[config.mk]
export PLATFORM = sky130hd
export DESIGN_NAME = pixel_pattern_gen
export DESIGN_NICKNAME = d
export VERILOG_FILES = /design/src/rtl/pixel_pattern_gen.sv
export SDC_FILE = /design/constraint.sdc
export NUM_CORES = 1
export LEC_CHECK = 0
export ABC_AREA = 1
export BUFFER_PORTS_ARGS = -buffer_cell sky130_fd_sc_hd__buf_2
export CORE_MARGIN = 5
export CORE_UTILIZATION = 38
export DETAILED_ROUTE_END_ITERATION = 7
export REMOVE_ABC_BUFFERS = 1
export SKIP_LAST_GASP = 1
export SLEW_MARGIN = 20
export SYNTH_ARGS = -nofsm -noshare
export SYNTH_HDL_FRONTEND = slang
export SYNTH_SLANG_ARGS = --single-unit
[constraint.sdc]
create_clock -name clock -period 6.2 [get_ports clock]
set_clock_uncertainty 0.2 [all_clocks]
set_input_delay 0.62 -clock clock [delete_from_list [all_inputs] [get_ports clock]]
set_output_delay 0.62 -clock clock [all_outputs]
set_load 0.01 [all_outputs]
[src/rtl/pixel_pattern_gen.sv]
// Raster pattern source (solid, 8 colour bars, grey ramp, tiled ROM image; ROM path under PIXEL_PATTERN_GEN_ROM_EN).
// Fetch stage + 2-entry FIFO: pixel (0,0) valid two edges after reset release; issue stalls, holding counters, while the FIFO is full.
module pixel_pattern_gen #(
  parameter int H_ACTIVE   = 1920,
  parameter int V_ACTIVE   = 1080,
  parameter int DATA_WIDTH = 24,
  parameter int IMG_W_BITS = 8,
  parameter int IMG_H_BITS = 8
) (
  input  logic                             clock,
  input  logic                             reset,
  input  logic [1:0]                       mode,
  input  logic [DATA_WIDTH-1:0]            solidColour,
  input  logic                             pixelReady,
  output logic                             pixelValid,
  output logic [DATA_WIDTH-1:0]            dataOutput,
  output logic                             startOfFrame,
  output logic                             endOfLine,
  output logic [IMG_W_BITS+IMG_H_BITS-1:0] romAddress,
  input  logic [DATA_WIDTH-1:0]            romData
);

  localparam int CW  = DATA_WIDTH / 3;
  localparam int BW  = H_ACTIVE / 8;
  localparam int HB  = $clog2(H_ACTIVE);
  localparam int VB  = (V_ACTIVE > 1) ? $clog2(V_ACTIVE) : 1;
  localparam int XW0 = (HB > IMG_W_BITS) ? HB : IMG_W_BITS;
  localparam int XW  = (XW0 > CW) ? XW0 : CW;
  localparam int YW  = (VB > IMG_H_BITS) ? VB : IMG_H_BITS;

  typedef struct packed {
    logic                  sof;
    logic                  eol;
    logic [DATA_WIDTH-1:0] dat;
  } pix_t;

  logic [XW-1:0]         x_q, x_d;
  logic [YW-1:0]         y_q, y_d;
  logic [XW-1:0]         bar_cnt_q, bar_cnt_d;
  logic [2:0]            bar_idx_q, bar_idx_d;
  logic [1:0]            mode_q;
  logic [DATA_WIDTH-1:0] solid_q;
  logic                  pend_vld_q;
  logic                  pend_rom_q;
  pix_t                  pend_q;
  pix_t                  fifo_q [2];
  logic                  rd_ptr_q, wr_ptr_q;
  logic [1:0]            cnt_q, cnt_d;

  logic                  first_px, last_x, last_y;
  logic                  pop, push, issue;
  logic [1:0]            occ;
  logic [1:0]            mode_eff;
  logic [DATA_WIDTH-1:0] solid_eff;
  logic [2:0]            rgb;
  logic [DATA_WIDTH-1:0] pix_dat_d;
  logic                  pix_rom_d;
  logic [DATA_WIDTH-1:0] push_dat;

  assign pixelValid   = (cnt_q != 2'd0);
  assign dataOutput   = fifo_q[rd_ptr_q].dat;
  assign startOfFrame = fifo_q[rd_ptr_q].sof;
  assign endOfLine    = fifo_q[rd_ptr_q].eol;

`ifdef PIXEL_PATTERN_GEN_ROM_EN
  assign romAddress = {y_q[IMG_H_BITS-1:0], x_q[IMG_W_BITS-1:0]};
  assign push_dat   = pend_rom_q ? romData : pend_q.dat;
`else
  logic unused_rom;
  assign romAddress = '0;
  assign push_dat   = pend_q.dat;
  assign unused_rom = ^{romData, pend_rom_q};
`endif

  always_comb begin
    first_px  = (x_q == '0) && (y_q == '0);
    last_x    = (x_q == XW'(H_ACTIVE - 1));
    last_y    = (y_q == YW'(V_ACTIVE - 1));
    pop       = pixelValid && pixelReady;
    push      = pend_vld_q;
    occ       = cnt_q + {1'b0, pend_vld_q};
    issue     = (occ < 2'd2) || ((occ == 2'd2) && pop);
    cnt_d     = cnt_q + {1'b0, push} - {1'b0, pop};
    // Pixel (0,0) uses the live inputs, since that is the cycle they get latched.
    mode_eff  = first_px ? mode : mode_q;
    solid_eff = first_px ? solidColour : solid_q;

    case (bar_idx_q)
      3'd0:    rgb = 3'b111;
      3'd1:    rgb = 3'b110;
      3'd2:    rgb = 3'b011;
      3'd3:    rgb = 3'b010;
      3'd4:    rgb = 3'b101;
      3'd5:    rgb = 3'b100;
      3'd6:    rgb = 3'b001;
      default: rgb = 3'b000;
    endcase

    pix_rom_d = 1'b0;
    case (mode_eff)
      2'd1:    pix_dat_d = {{CW{rgb[2]}}, {CW{rgb[1]}}, {CW{rgb[0]}}};
      2'd2:    pix_dat_d = {3{x_q[CW-1:0]}};
`ifdef PIXEL_PATTERN_GEN_ROM_EN
      2'd3: begin
        pix_dat_d = '0;
        pix_rom_d = 1'b1;
      end
`endif
      default: pix_dat_d = solid_eff;
    endcase

    x_d       = x_q + XW'(1);
    y_d       = y_q;
    bar_cnt_d = bar_cnt_q + XW'(1);
    bar_idx_d = bar_idx_q;
    if (last_x) begin
      x_d       = '0;
      y_d       = last_y ? '0 : y_q + YW'(1);
      bar_cnt_d = '0;
      bar_idx_d = 3'd0;
    end else if (bar_cnt_q == XW'(BW - 1)) begin
      // Last bar saturates so it absorbs the H_ACTIVE % 8 remainder.
      bar_cnt_d = '0;
      bar_idx_d = (bar_idx_q == 3'd7) ? 3'd7 : bar_idx_q + 3'd1;
    end
  end

  always_ff @(posedge clock) begin
    if (reset) begin
      x_q        <= '0;
      y_q        <= '0;
      bar_cnt_q  <= '0;
      bar_idx_q  <= 3'd0;
      mode_q     <= 2'd0;
      solid_q    <= '0;
      pend_vld_q <= 1'b0;
      pend_rom_q <= 1'b0;
      pend_q     <= '0;
      fifo_q[0]  <= '0;
      fifo_q[1]  <= '0;
      rd_ptr_q   <= 1'b0;
      wr_ptr_q   <= 1'b0;
      cnt_q      <= 2'd0;
    end else begin
      cnt_q      <= cnt_d;
      pend_vld_q <= issue;
      if (issue) begin
        x_q        <= x_d;
        y_q        <= y_d;
        bar_cnt_q  <= bar_cnt_d;
        bar_idx_q  <= bar_idx_d;
        pend_q     <= {first_px, last_x, pix_dat_d};
        pend_rom_q <= pix_rom_d;
        if (first_px) begin
          mode_q  <= mode;
          solid_q <= solidColour;
        end
      end
      if (push) begin
        fifo_q[wr_ptr_q] <= {pend_q.sof, pend_q.eol, push_dat};
        wr_ptr_q         <= ~wr_ptr_q;
      end
      if (pop) begin
        rd_ptr_q <= ~rd_ptr_q;
      end
    end
  end

endmodule
==> results of run 1 <==
==> state kept, by name (all words and copies together), names as in the netlist, 3 cells and up, named ones only <==
register	count
bar_cnt_q	11
push_dat	24
bar_idx_q	3
x_q	11
y_q	11
solid_q	24
fifo_q	52
==> kinds of logic (layout without fill, tap and decap cells) <==
| kind of cell | Yosys count | after routing |
|---|---|---|
| mux | 26 | 26 |
| other cells | 1 | 16 |
| buf+inv | 208 | 238 |
| flops | 146 | 146 |
| compound gates | 148 | 148 |
| fa+ha+maj | 13 | 13 |
| simple gates | 418 | 418 |
| xor+xnor | 5 | 5 |
==> per-stage QoR <==
stage	std cells	util	cell area, um^2	setup WS, ns	power, mW
finish	1275	0.431	8390	2.60	3.70
global route	1275	0.431	8390	2.29	3.99
CTS	1275	0.431	8380	2.63	3.73
detailed placement	1243	0.402	7830	2.19	2.75
global placement	1243	0.402	7830	2.16	2.74
floorplan	918	-	7180	2.57	2.31
==> worst max-delay path: stages (launching register included) <==
cell and delay (ns):
dfxtp_1 0.35, nor2_1 0.17, inv_1 0.09, nor2_4 0.60, nand3_4 0.46, o21ai_1 0.31, inv_1 0.07, ha_1 0.31
inv_1 0.44, o21ai_0 0.23, nand2_1 0.11, inv_1 0.05, a21oi_1 0.12
==> how the worst max path moves through the flow <==
stage / slack (ns) / from / end
CTS: 2.63 / y_q[6]$_SDFFE_PP0P_ / push_dat[16]$_SDFFE_PP0P_
global route: 2.29 / y_q[8]$_SDFFE_PP0P_ / push_dat[16]$_SDFFE_PP0P_
detailed placement: 2.19 / reset / fifo_q[0][25]$_SDFFCE_PN0P_
floorplan: 2.57 / reset / fifo_q[1][0]$_SDFFCE_PN0P_
finish: 2.60 / y_q[6]$_SDFFE_PP0P_ / push_dat[16]$_SDFFE_PP0P_
global placement: 2.16 / reset / fifo_q[1][18]$_SDFFCE_PN0P_
==> layout by cell type (no fill, tap or decap), types with 2 or more instances in the layout <==
cell and count:
nor2_1 157, inv_1 140, nand2_1 139, dfxtp_1 94
a21oi_1 64, buf_2 55, o21ai_0 52, edfxtp_1 52
nand3_1 51, nand4_1 38, o21ai_1 27, mux2_2 26
clkbuf_16 17, conb_1 16, ha_1 13, nor3_1 9
nand2_2 6, nand3b_1 6, inv_6 5, buf_4 5
clkinv_4 4, inv_2 3, xor2_1 3, nor2_2 2
nand3_2 2, nor2_8 2, nor2_4 2, inv_4 2
o21bai_1 2, xnor2_1 2, clkinvlp_4 2, inv_8 2
==> layout make-up <==
cell class,count,area (um^2)
well taps,265,332
flip-flops and latches,146,3440
clock inverters,14,120
multi-input cells,626,3200
fillers,1991,11100
clock buffers,18,429
repair buffers,60,313
inverters,146,554
==> per-layer routing <==
layer  share of wire  track usage  up-vias
li1                -            -     3158
met2            0.46        0.244      118
met4          0.0061       0.0458        0
met5               0            0        -
met3           0.048       0.0349        5
met1            0.49        0.219     2791
==> where the power goes <==
| group | switching [mW] | internal (mW) |
|---|---|---|
| registers | 0.103 | 1.20 |
| clock network | 0.436 | 0.524 |
| logic | 0.979 | 0.458 |
| total | 1.52 | 2.18 |
==> results.md, run 1 <==
* Status: completed
* Number of buffers inserted during clock tree synthesis at 17
* Worst R2R End: push_dat[16]$_SDFFE_PP0P_
* Floorplan die area at 22700 um^2
* Arithmetic-cell share of the synthesized area counting full adders, half adders and majority gates at 0.0217
* XOR/XNOR share of the synthesized area at 0.00583
* Crit path kind: flip-flop to flip-flop
* Leak pwr at 3.64 nW
* Tightest Pin Transition at 1.01 ns
* Synth Register Bits at 146
* H-tree levels at 4
* Largest family of logic cells by synthesized area: simple AND/OR/NAND/NOR gates
* Vias after detailed routing at 6072
* Top fanout value on the critical path at 28
* Number of synthesized flops with an enable pin at 52
* CTS tree: done
* Number of instances in the synthesized netlist at 965
* Primary flip-flop cell chosen by synthesis mapping: dfxtp_1
* Root buffer selected by CTS: clkbuf_16
* Achievable frequency at 278 MHz
* DRC viols at 0
* Worst hold-check slack at 0.244 ns
* Critical Path Sink Type: flip-flop
* Leading area contributor after synthesis: dfxtp_1
* Total Nets Final at 1063
* Endpoint of the worst hold path: solid_q[19]$_SDFFE_PP0P_
* Maximum clock insertion buffer count at 2
* CP Data Required Time at 6.35 ns
* Floorplan die width at 151 um
* Final ANT Viol Nets at 0
* Start point of the worst min-delay path: solidColour[19]
* Critical R2R Launch: y_q[6]$_SDFFE_PP0P_
* First-pass DRT Iterations at 7
* Share of cell area taken by muxes after synthesis at 0.0390
* Antenna violations before repair at 0
* Congestion Overflow GR at 0
* Clock latency at the later pin of the worst-skew pair at 0.42 ns
* Top cells by area in the synthesized netlist: dfxtp_1 25%, edfxtp_1 21%, nor2_1 7.8%, nand2_1 7.1%, inv_1 7.0%
* Count of cells along the worst register-to-register path at 12
* Minimum period implied by the final worst setup slack at 3.60 ns
* Arrival time of data at the critical path endpoint at 3.75 ns
* Count of routing violations after the opening detailed-route iteration at 387
* RSZ-0062 raised after global routing: false
* Final-report hold violation count at 0
* Post-detailed-route wirelength per cell at 13.4 um
* Number of distinct library cells after synthesis at 38
* Count of maximum capacitance violations at 0
* Core Rows at 51
* Starting Density at 0.386
* Minimum setup slack among reg-to-reg paths at 2.60 ns
* Proportion of synthesized chip area in sequential cells at 0.459
* Floorplan die height at 151 um
* Wire length reported by the detailed router at 17.0 mm
* Weighted congestion at the end of routability-driven global placement at 0.866
* Most frequent cells after synthesis: 157 x nor2_1, 142 x nand2_1, 140 x inv_1
* Number of buffer cells added on primary ports at 55
* Setup Viol. Count Final at 0
* Setup Fix Bufs, Post-CTS at 0
* Crit share post-route at 0.580
* Number of max-slew violations in the final report at 0
* Post-detailed-route via-to-cell ratio at 4.76
* Total inserted antenna cells at 0
* Share of flip-flops with an asynchronous set or reset at 0
* Hold Crit Class: input port to flip-flop
* Half-perimeter wire length of the detailed placement result at 11.1 mm
* Number of cells on the worst hold path at 3
* IO Count at 96
* Post-Syn Area at 7510 um^2
* Number of hold-repair buffers added at the cts stage at 0
* Resize count post-CTS at 0
* Layout overhead on the synthesized area at 11.7%
* Syn Area/Cell at 7.78 um^2
* Compound-cell area share of the yosys netlist at 0.101
* Most frequently used cell type in the post-synthesis netlist: nor2_1
* Total Routing Usage GR at 0.157
* Floorplan Core Area at 19500 um^2
* Global-route wire length before repair at 28.3 mm
* Fraction of the mapped netlist area in simple logic gates at 0.248
* Proportion of netlist area held by the largest area contributor at 0.251
* Warnings, synthesis at 0
* Via count of the first global-routing pass at 5592
* Share of cells above drive strength 1 at 0.139
* Pwr Density at 441 nW/um^2
* Clock Pin Slew Worst Setup and Hold Paths at 0.07 ns
* Final-layout setup total negative slack at 0 ns
* Largest net degree at the start of global routing at 65
* CTS sink count at 146
* Maximum vdd ir drop at 0.211 mV
* Worst rel slew slack at 0.326
* Type of origin of the critical path: flip-flop
No activity file was read; power rests on OpenSTA's default activity.
==> run 2: changes to the inputs <==
Clock period 6.2 ns to 3.3 ns, I/O delays scaled along.
==> run 2 against run 1 <==
Largest power group unchanged. Non-clock buffer count up 35. Sequential share of layout area down 1.5 points. Die area stayed put.
==> results.md, run 2 (same netlist as run 1, synthesis figures left out) <==
* Status: completed (unchanged)
* Most common cell after layout, fill and taps aside: nor2_1 (unchanged)
* Fillers at 1960 (was 1991)
* Root buffer selected by CTS: clkbuf_16 (unchanged)
* IO Count at 96 (unchanged)
* Post-detailed-route via-to-cell ratio at 4.74 (was 4.76)
* Share of cells above drive strength 1 at 0.143 (was 0.139)
* Floorplan die height at 151 um (unchanged)
* Type of origin of the critical path: flip-flop (unchanged)
* Worst hold-check slack at 0.00315 ns (was 0.244 ns)
* Worst rel slew slack at 0.596 (was 0.326)
* Vias after detailed routing at 6206 (was 6072)
* Weighted congestion at the end of routability-driven global placement at 0.861 (was 0.866)
* Total Nets Final at 1098 (was 1063)
* Crit path kind: flip-flop to flip-flop (unchanged)
* Floorplan die area at 22700 um^2 (unchanged)
* Pwr Density at 810 nW/um^2 (was 441 nW/um^2)
* Final-report hold violation count at 0 (unchanged)
* Startpoint of the worst setup timing path: y_q[0]$_SDFFE_PP0P_ (was y_q[6]$_SDFFE_PP0P_)
* Minimum period implied by the final worst setup slack at 2.88 ns (was 3.60 ns)
* CP max stage delay at 0.44 ns (was 0.60 ns)
* CTS tree: done (unchanged)
* Most common cell type on the critical path: inv_1 (unchanged)
* Total Routing Usage GR at 0.159 (was 0.157)
* Number of buffers inserted during clock tree synthesis at 17 (unchanged)
* Start point of the worst min-delay path: solidColour[4] (was solidColour[19])
* Post-detailed-route wirelength per cell at 13.2 um (was 13.4 um)
* Internal cell power at 4.18 mW (was 2.18 mW)
* Critical Path Sink Type: flip-flop (unchanged)
* CP Data Required Time at 3.46 ns (was 6.35 ns)
* Cell chain of the critical path: inv_1 > ha_1 > nand2_1 > inv_1 > nand2_1 > nor2_8 > nand3_4 > nand2_1 > o21ai_1 > inv_1 > ha_1 > inv_1 > o21ai_0 > nand2_1 > inv_1 > a21oi_1 (was nor2_1 > inv_1 > nor2_4 > nand3_4 > o21ai_1 > inv_1 > ha_1 > inv_1 > o21ai_0 > nand2_1 > inv_1 > a21oi_1)
* Half-perimeter wire length of the detailed placement result at 11.4 mm (was 11.1 mm)
* Proportion of power drawn by combinational gates at 0.394 (was 0.388)
* Final ANT Viol Nets at 0 (unchanged)
* Congestion Overflow GR at 0 (unchanged)
* Global-route wire length before repair at 28.7 mm (was 28.3 mm)
* Register with the most flip-flops: fifo_q (unchanged)
* Maximum vdd ir drop at 0.502 mV (was 0.211 mV)
* H-tree levels at 4 (unchanged)
* Floorplan die width at 151 um (unchanged)
* Setup Viol. Count Final at 0 (unchanged)
* Proportion of total power due to net switching at 0.408 (was 0.410)
* Leak pwr at 3.80 nW (was 3.64 nW)
* Wire length reported by the detailed router at 17.3 mm (was 17.0 mm)
* Cell with the largest stage delay on the worst path: inv_1 (was nor2_4)
* Achievable frequency at 347 MHz (was 278 MHz)
* Count of routing violations after the opening detailed-route iteration at 341 (was 387)
* Critical R2R Launch: y_q[0]$_SDFFE_PP0P_ (was y_q[6]$_SDFFE_PP0P_)
* Clock latency at the later pin of the worst-skew pair at 0.43 ns (was 0.42 ns)
* Most used cells in the layout excluding fill and tap cells: 157 x nor2_1, 141 x nand2_1, 140 x inv_1, 94 x dfxtp_1, 64 x a21oi_1 (was 157 x nor2_1, 140 x inv_1, 139 x nand2_1, 94 x dfxtp_1, 64 x a21oi_1)
* Count of maximum capacitance violations at 0 (unchanged)
* Net load switching power at 2.88 mW (was 1.52 mW)
* Number of max-slew violations in the final report at 0 (unchanged)
* Number of buffer cells added on primary ports at 55 (unchanged)
* Via count of the first global-routing pass at 5757 (was 5592)
* Largest net degree at the start of global routing at 49 (was 65)
* Core Rows at 51 (unchanged)
* First-pass DRT Iterations at 4 (was 7)
* Power share of the clock group at 0.260 (was 0.259)
* Arrival time of data at the critical path endpoint at 3.04 ns (was 3.75 ns)
* DRC viols at 0 (unchanged)
* Top fanout value on the critical path at 24 (was 28)
* Layout overhead on the synthesized area at 16.0% (was 11.7%)
* RSZ-0062 raised after global routing: false (unchanged)
* Clock Pin Slew Worst Setup and Hold Paths at 0.06 ns (was 0.07 ns)
* Hold Crit Class: input port to flip-flop (unchanged)
* Antenna violations before repair at 0 (unchanged)
* Seq pwr share at 0.345 (was 0.352)
* Total inserted antenna cells at 0 (unchanged)
* CTS sink count at 146 (unchanged)
* Flip-flop count of the largest register after layout at 52 (unchanged)
* Floorplan Core Area at 19500 um^2 (unchanged)
* Pwr Total at 7.05 mW (was 3.70 mW)
* Resize count post-CTS at 0 (unchanged)
* Maximum clock insertion buffer count at 2 (unchanged)
* Starting Density at 0.386 (unchanged)
* Crit share post-route at 0.874 (was 0.580)
* Tightest Pin Transition at 0.605 ns (was 1.01 ns)
## run 2: final cells by class
class                   count  area, um^2  area share
clock inverters            15         136      0.0157
inverters                 146         554      0.0636
clock buffers              17         425      0.0488
repair buffers             95         636      0.0730
well taps                 265         332      0.0381
multi-input cells         626        3190       0.366
flip-flops and latches    146        3440       0.395
## run 2: layer usage
metal,vias to the layer above,share of wire,track usage
met2,126,0.45,0.250
met1,2835,0.49,0.223
met5,-,0,0
met4,0,0.0097,0.0403
li1,3232,-,-
met3,13,0.055,0.0346
## run 2: power by group through the flow
stage | Sequential, mW | Combinational (mW) | Clock [mW]
global placement | 2.47 | 2.72 | 0
floorplan | 2.44 | 1.90 | 0
CTS | 2.43 | 2.80 | 1.88
global route | 2.48 | 3.15 | 1.97
detailed placement | 2.47 | 2.76 | 0
finish | 2.44 | 2.78 | 1.84
## run 2: timing repair
| action | 4_1_cts | 5_1_grt |
|---|---|---|
| endpoints found under the hold margin | 23 | 1 |
| hold buffers | 23 | 1 |
| buffers inserted | 0 | 0 |
## run 2: through the flow
step                utilization  TNS [ns]  cells  area (um^2)  worst slack, ns
finish                    0.448         0   1310         8710            0.417
global route              0.448         0   1310         8710            0.111
CTS                       0.447         0   1309         8700            0.416
detailed placement        0.406         0   1254         7910            0.479
global placement          0.406         0   1254         7910            0.510
floorplan                     -    -0.925    918         7180          -0.0356
## run 2: worst paths after layout
check / end / slack (ns) / cells past startpoint
worst max-delay path: push_dat[7]$_SDFFE_PP0P_ / 0.42 / 16
worst min-delay path: solid_q[4]$_SDFFE_PP0P_ / 0.003 / 3
worst max register to register: push_dat[7]$_SDFFE_PP0P_ / 0.42 / 16
worst min register to register: rd_ptr_q$_SDFFE_PP0P_ / 0.26 / 1
## run 2: critical path, delay by kind of cell (launching register included)
family          cells  cell delay [ns]
simple gates        6             0.52
fa+ha+maj           2             0.52
buf+inv             5             0.70
flops               1             0.42
compound gates      3             0.46
==> run 3: changes to the inputs <==
Settings changed: ABC_AREA 1 to unset, CORE_UTILIZATION 38 to 52, PLACE_DENSITY set to 0.76.
==> run 3 against run 2 <==
Synthesized cell count decreased by 28%. Largest cell class unchanged. Non-clock buffer count is 27 higher. Cell count down 25%. Largest power group unchanged. Critical path type unchanged.
==> results.md, run 3 <==
* Tightest Pin Transition at 0.882 ns (was 0.605 ns)
* Maximum clock insertion buffer count at 2 (unchanged)
* Power share of the clock group at 0.239 (was 0.260)
* Total Nets Final at 858 (was 1098)
* Synth Register Bits at 146 (unchanged)
* Final-report hold violation count at 0 (unchanged)
* Primary flip-flop cell chosen by synthesis mapping: dfxtp_1 (unchanged)
* Post-detailed-route via-to-cell ratio at 5.53 (was 4.74)
* Pwr Density at 953 nW/um^2 (was 810 nW/um^2)
* Number of cells on the worst hold path at 4 (was 3)
* Net load switching power at 3.01 mW (was 2.88 mW)
* Sum of buffers and inverters on the critical path at 3 (was 5)
* Post-Syn Area at 6830 um^2 (was 7510 um^2)
* Fillers at 922 (was 1960)
* Most common cell after layout, fill and taps aside: dfxtp_1 (was nor2_1)
* Seq pwr share at 0.311 (was 0.345)
* Number of max-slew violations in the final report at 0 (unchanged)
* Global-route wire length before repair at 25.3 mm (was 28.7 mm)
* Maximum vdd ir drop at 0.520 mV (was 0.502 mV)
* Minimum period implied by the final worst setup slack at 3.29 ns (was 2.88 ns)
* Hold Crit Class: input port to flip-flop (unchanged)
* Leading area contributor after synthesis: dfxtp_1 (unchanged)
* CP max stage delay at 0.56 ns (was 0.44 ns)
* Clock Pin Slew Worst Setup and Hold Paths at 0.06 ns (about the same)
* Number of buffer cells added on primary ports at 55 (unchanged)
* Floorplan die area at 15500 um^2 (was 22700 um^2)
* CP Data Required Time at 3.44 ns (was 3.46 ns)
* CTS tree: done (unchanged)
* IO Count at 96 (unchanged)
* Number of synthesized flops with an enable pin at 52 (unchanged)
* Total inserted antenna cells at 0 (unchanged)
* Share of flip-flops with an asynchronous set or reset at 0 (unchanged)
* Flip-flop count of the largest register after layout at 52 (unchanged)
* Internal cell power at 5.10 mW (was 4.18 mW)
* Combined area of the multi-input logic cells at 3270 um^2 (was 3190 um^2)
* Cell with the largest stage delay on the worst path: or4_4 (was inv_1)
* DRC viols at 0 (unchanged)
* Pwr Total at 8.12 mW (was 7.05 mW)
* Type of origin of the critical path: flip-flop (unchanged)
* Most frequent cells after synthesis: 94 x dfxtp_1, 84 x nor2_1, 56 x and2_1 (was 157 x nor2_1, 142 x nand2_1, 140 x inv_1)
* Register with the most flip-flops: fifo_q (unchanged)
* Critical Path Sink Type: flip-flop (unchanged)
* Top cells by area in the synthesized netlist: dfxtp_1 28%, edfxtp_1 23%, and2_1 5.1%, nor2_1 4.6%, mux2_2 4.3% (was dfxtp_1 25%, edfxtp_1 21%, nor2_1 7.8%, nand2_1 7.1%, inv_1 7.0%)
* Weighted congestion at the end of routability-driven global placement at 0.836 (was 0.861)
* Most common cell type on the critical path: or4_4 (was inv_1)
* Placed Cells at 912 (was 1254)
* Proportion of netlist area held by the largest area contributor at 0.275 (was 0.251)
* Post-detailed-route wirelength per cell at 16.3 um (was 13.2 um)
* Achievable frequency at 304 MHz (was 347 MHz)
* Via count of the first global-routing pass at 5272 (was 5757)
* Crit-path leading delay family: simple AND/OR/NAND/NOR gates (was buffers and inverters)
* Root buffer selected by CTS: clkbuf_16 (unchanged)
* Wire length reported by the detailed router at 15.9 mm (was 17.3 mm)
* Largest net degree at the start of global routing at 59 (was 49)
* Post-route cell area at 8520 um^2 (was 8710 um^2)
* Share of cells above drive strength 1 at 0.242 (was 0.143)
* Floorplan die width at 125 um (was 151 um)
* Number of instances in the synthesized netlist at 695 (was 965)
* Floorplan die height at 125 um (was 151 um)
* Proportion of synthesized chip area in sequential cells at 0.504 (was 0.459)
* Arrival time of data at the critical path endpoint at 3.43 ns (was 3.04 ns)
* CTS sink count at 146 (unchanged)
* Warnings, synthesis at 0 (unchanged)
* Half-perimeter wire length of the detailed placement result at 10.0 mm (was 11.4 mm)
* Setup Viol. Count Final at 0 (unchanged)
* Count of routing violations after the opening detailed-route iteration at 407 (was 341)
* Final-layout setup total negative slack at 0 ns (unchanged)
* Count of cells along the worst register-to-register path at 11 (was 16)
* Proportion of total power due to net switching at 0.371 (was 0.408)
* Total Routing Usage GR at 0.198 (was 0.159)
* Proportion of power drawn by combinational gates at 0.450 (was 0.394)
* Syn Area/Cell at 9.83 um^2 (was 7.78 um^2)
* Layout overhead on the synthesized area at 24.7% (was 16.0%)
* Congestion Overflow GR at 0 (unchanged)
* Cell chain of the critical path: or4_4 > or4_4 > nor2_4 > buf_6 > mux2i_4 > ha_4 > buf_4 > clkbuf_16 > o21ai_1 > a21oi_2 > a211oi_2 (was inv_1 > ha_1 > nand2_1 > inv_1 > nand2_1 > nor2_8 > nand3_4 > nand2_1 > o21ai_1 > inv_1 > ha_1 > inv_1 > o21ai_0 > nand2_1 > inv_1 > a21oi_1)
* Top fanout value on the critical path at 14 (was 24)
* Status: completed (unchanged)
* Count of maximum capacitance violations at 0 (unchanged)
* Crit path kind: flip-flop to flip-flop (unchanged)
* Most used cells in the layout excluding fill and tap cells: 92 x dfxtp_1, 84 x nor2_1, 56 x and2_1, 55 x buf_2, 52 x edfxtp_1 (was 157 x nor2_1, 141 x nand2_1, 140 x inv_1, 94 x dfxtp_1, 64 x a21oi_1)
* Number of distinct library cells after synthesis at 50 (was 38)
* Clock latency at the later pin of the worst-skew pair at 0.42 ns (was 0.43 ns)
* Vias after detailed routing at 5399 (was 6206)
* Floorplan Core Area at 12800 um^2 (was 19500 um^2)
* Number of buffers inserted during clock tree synthesis at 17 (unchanged)
* RSZ-0062 raised after global routing: true (was false)
* Leak pwr at 3.42 nW (was 3.80 nW)
* Core Rows at 41 (was 51)
* Worst rel slew slack at 0.408 (was 0.596)
* Final ANT Viol Nets at 0 (unchanged)
* Instance count on the critical path at 11 (was 16)
* Crit share post-route at 0.996 (was 0.874)
* Combined flip-flop and latch cell area at 3450 um^2 (was 3440 um^2)
* First-pass DRT Iterations at 6 (was 4)
* H-tree levels at 4 (unchanged)
* Cell Count, Final, Fillers Out at 977 (was 1310)
* Instance area at placement at 7340 um^2 (was 7910 um^2)
* Antenna violations before repair at 0 (unchanged)
* Most frequently used cell type in the post-synthesis netlist: dfxtp_1 (was nor2_1)
* Starting Density at 0.535 (was 0.386)
[run 3: cell types whose count changed in the layout (fill, tap and decap cells not counted), moves of 11 or more]
cell     before  now
nor2_1      157   84
o21ai_1      27   15
buf_4        16   35
a21oi_2       0   11
o21ai_0      52   16
nand4_1      38    7
and2_1        0   56
nand3_1      52   40
a31oi_1       0   15
mux2i_1       0   26
xnor2_1       2   19
nand2_1     141   32
inv_1       140   14
a21oi_1      64   26
[run 3: cell type report]
cell class,instances,area share
Clock inverter,14,0.0190
Multi-Input combinational cell,489,0.384
Inverter,16,0.00705
Timing Repair Buffer,122,0.109
Clock buffer,18,0.0516
Tap cell,172,0.0253
Sequential cell,146,0.405
[run 3: power by group through the flow]
| stage | Sequential, mW | Combinational (mW) | Clock [mW] |
|---|---|---|---|
| 6_report | 2.52 | 3.65 | 1.94 |
| 5_1_grt | 2.56 | 3.95 | 2.04 |
| 4_1_cts | 2.50 | 3.09 | 1.96 |
| 3_5_place_dp | 2.53 | 2.93 | 0 |
| 3_3_place_gp | 2.50 | 2.83 | 0 |
| 2_1_floorplan | 2.50 | 1.95 | 0 |
[run 3: cells by family (layout without fill, tap and decap cells)]
group | count (synthesis) | count (layout) | synth area share
AOI/OAI and AO/OA | 118 | 118 | 0.101
adders and majority gates | 13 | 13 | 0.0238
other | 1 | 16 | 0.000549
buffers and inverters | 75 | 170 | 0.0577
xor gates and xnor gates | 31 | 31 | 0.0397
DFF | 146 | 146 | 0.504
muxes | 54 | 54 | 0.0839
and+or+nand+nor | 257 | 257 | 0.189
[run 3: worst reg2reg max path, stage by stage (launching register included)]
cell,delay (ns)
dfxtp_2,0.32
or4_4,0.55
or4_4,0.56
nor2_4,0.16
buf_6,0.13
mux2i_4,0.27
ha_4,0.27
buf_4,0.15
clkbuf_16,0.16
o21ai_1,0.20
a21oi_2,0.06
a211oi_2,0.19
[run 3: worst paths after layout]
check                                        startpoint                         to  slack, ns
worst min register to register  solid_q[8]$_SDFFE_PP0P_   push_dat[8]$_SDFFE_PP0P_       0.27
worst max register to register      y_q[7]$_SDFFE_PP0P_  push_dat[23]$_SDFFE_PP0P_       0.01
worst max-delay path                y_q[7]$_SDFFE_PP0P_  push_dat[23]$_SDFFE_PP0P_       0.01
worst min-delay path                         pixelReady                  flip-flop       0.17
[run 3: timing repair]
item	CTS	global route
endpoints found under the hold margin	37	0
setup buffers	1	3
cloned	0	3
endpoints found under the setup margin	24	24
hold buffers	26	0
pin swaps	5	12
gates resized for setup	11	43
[run 3: layer usage]
metal	global-route usage	up-vias	part of all wire
met5	0	-	0
met4	0.0819	0	0.023
met3	0.0450	37	0.056
met2	0.343	183	0.51
met1	0.236	2568	0.42
li1	-	2611	-
[run 3: metrics by stage]
step	setup slack [ns]	util	hold slack, ns
2_1_floorplan	-0.860	-	0.197
3_3_place_gp	-0.0146	0.575	0.254
3_5_place_dp	-0.163	0.575	0.264
4_1_cts	0.00565	0.647	0.168
5_1_grt	-0.0736	0.667	0.207
6_report	0.0139	0.667	0.175
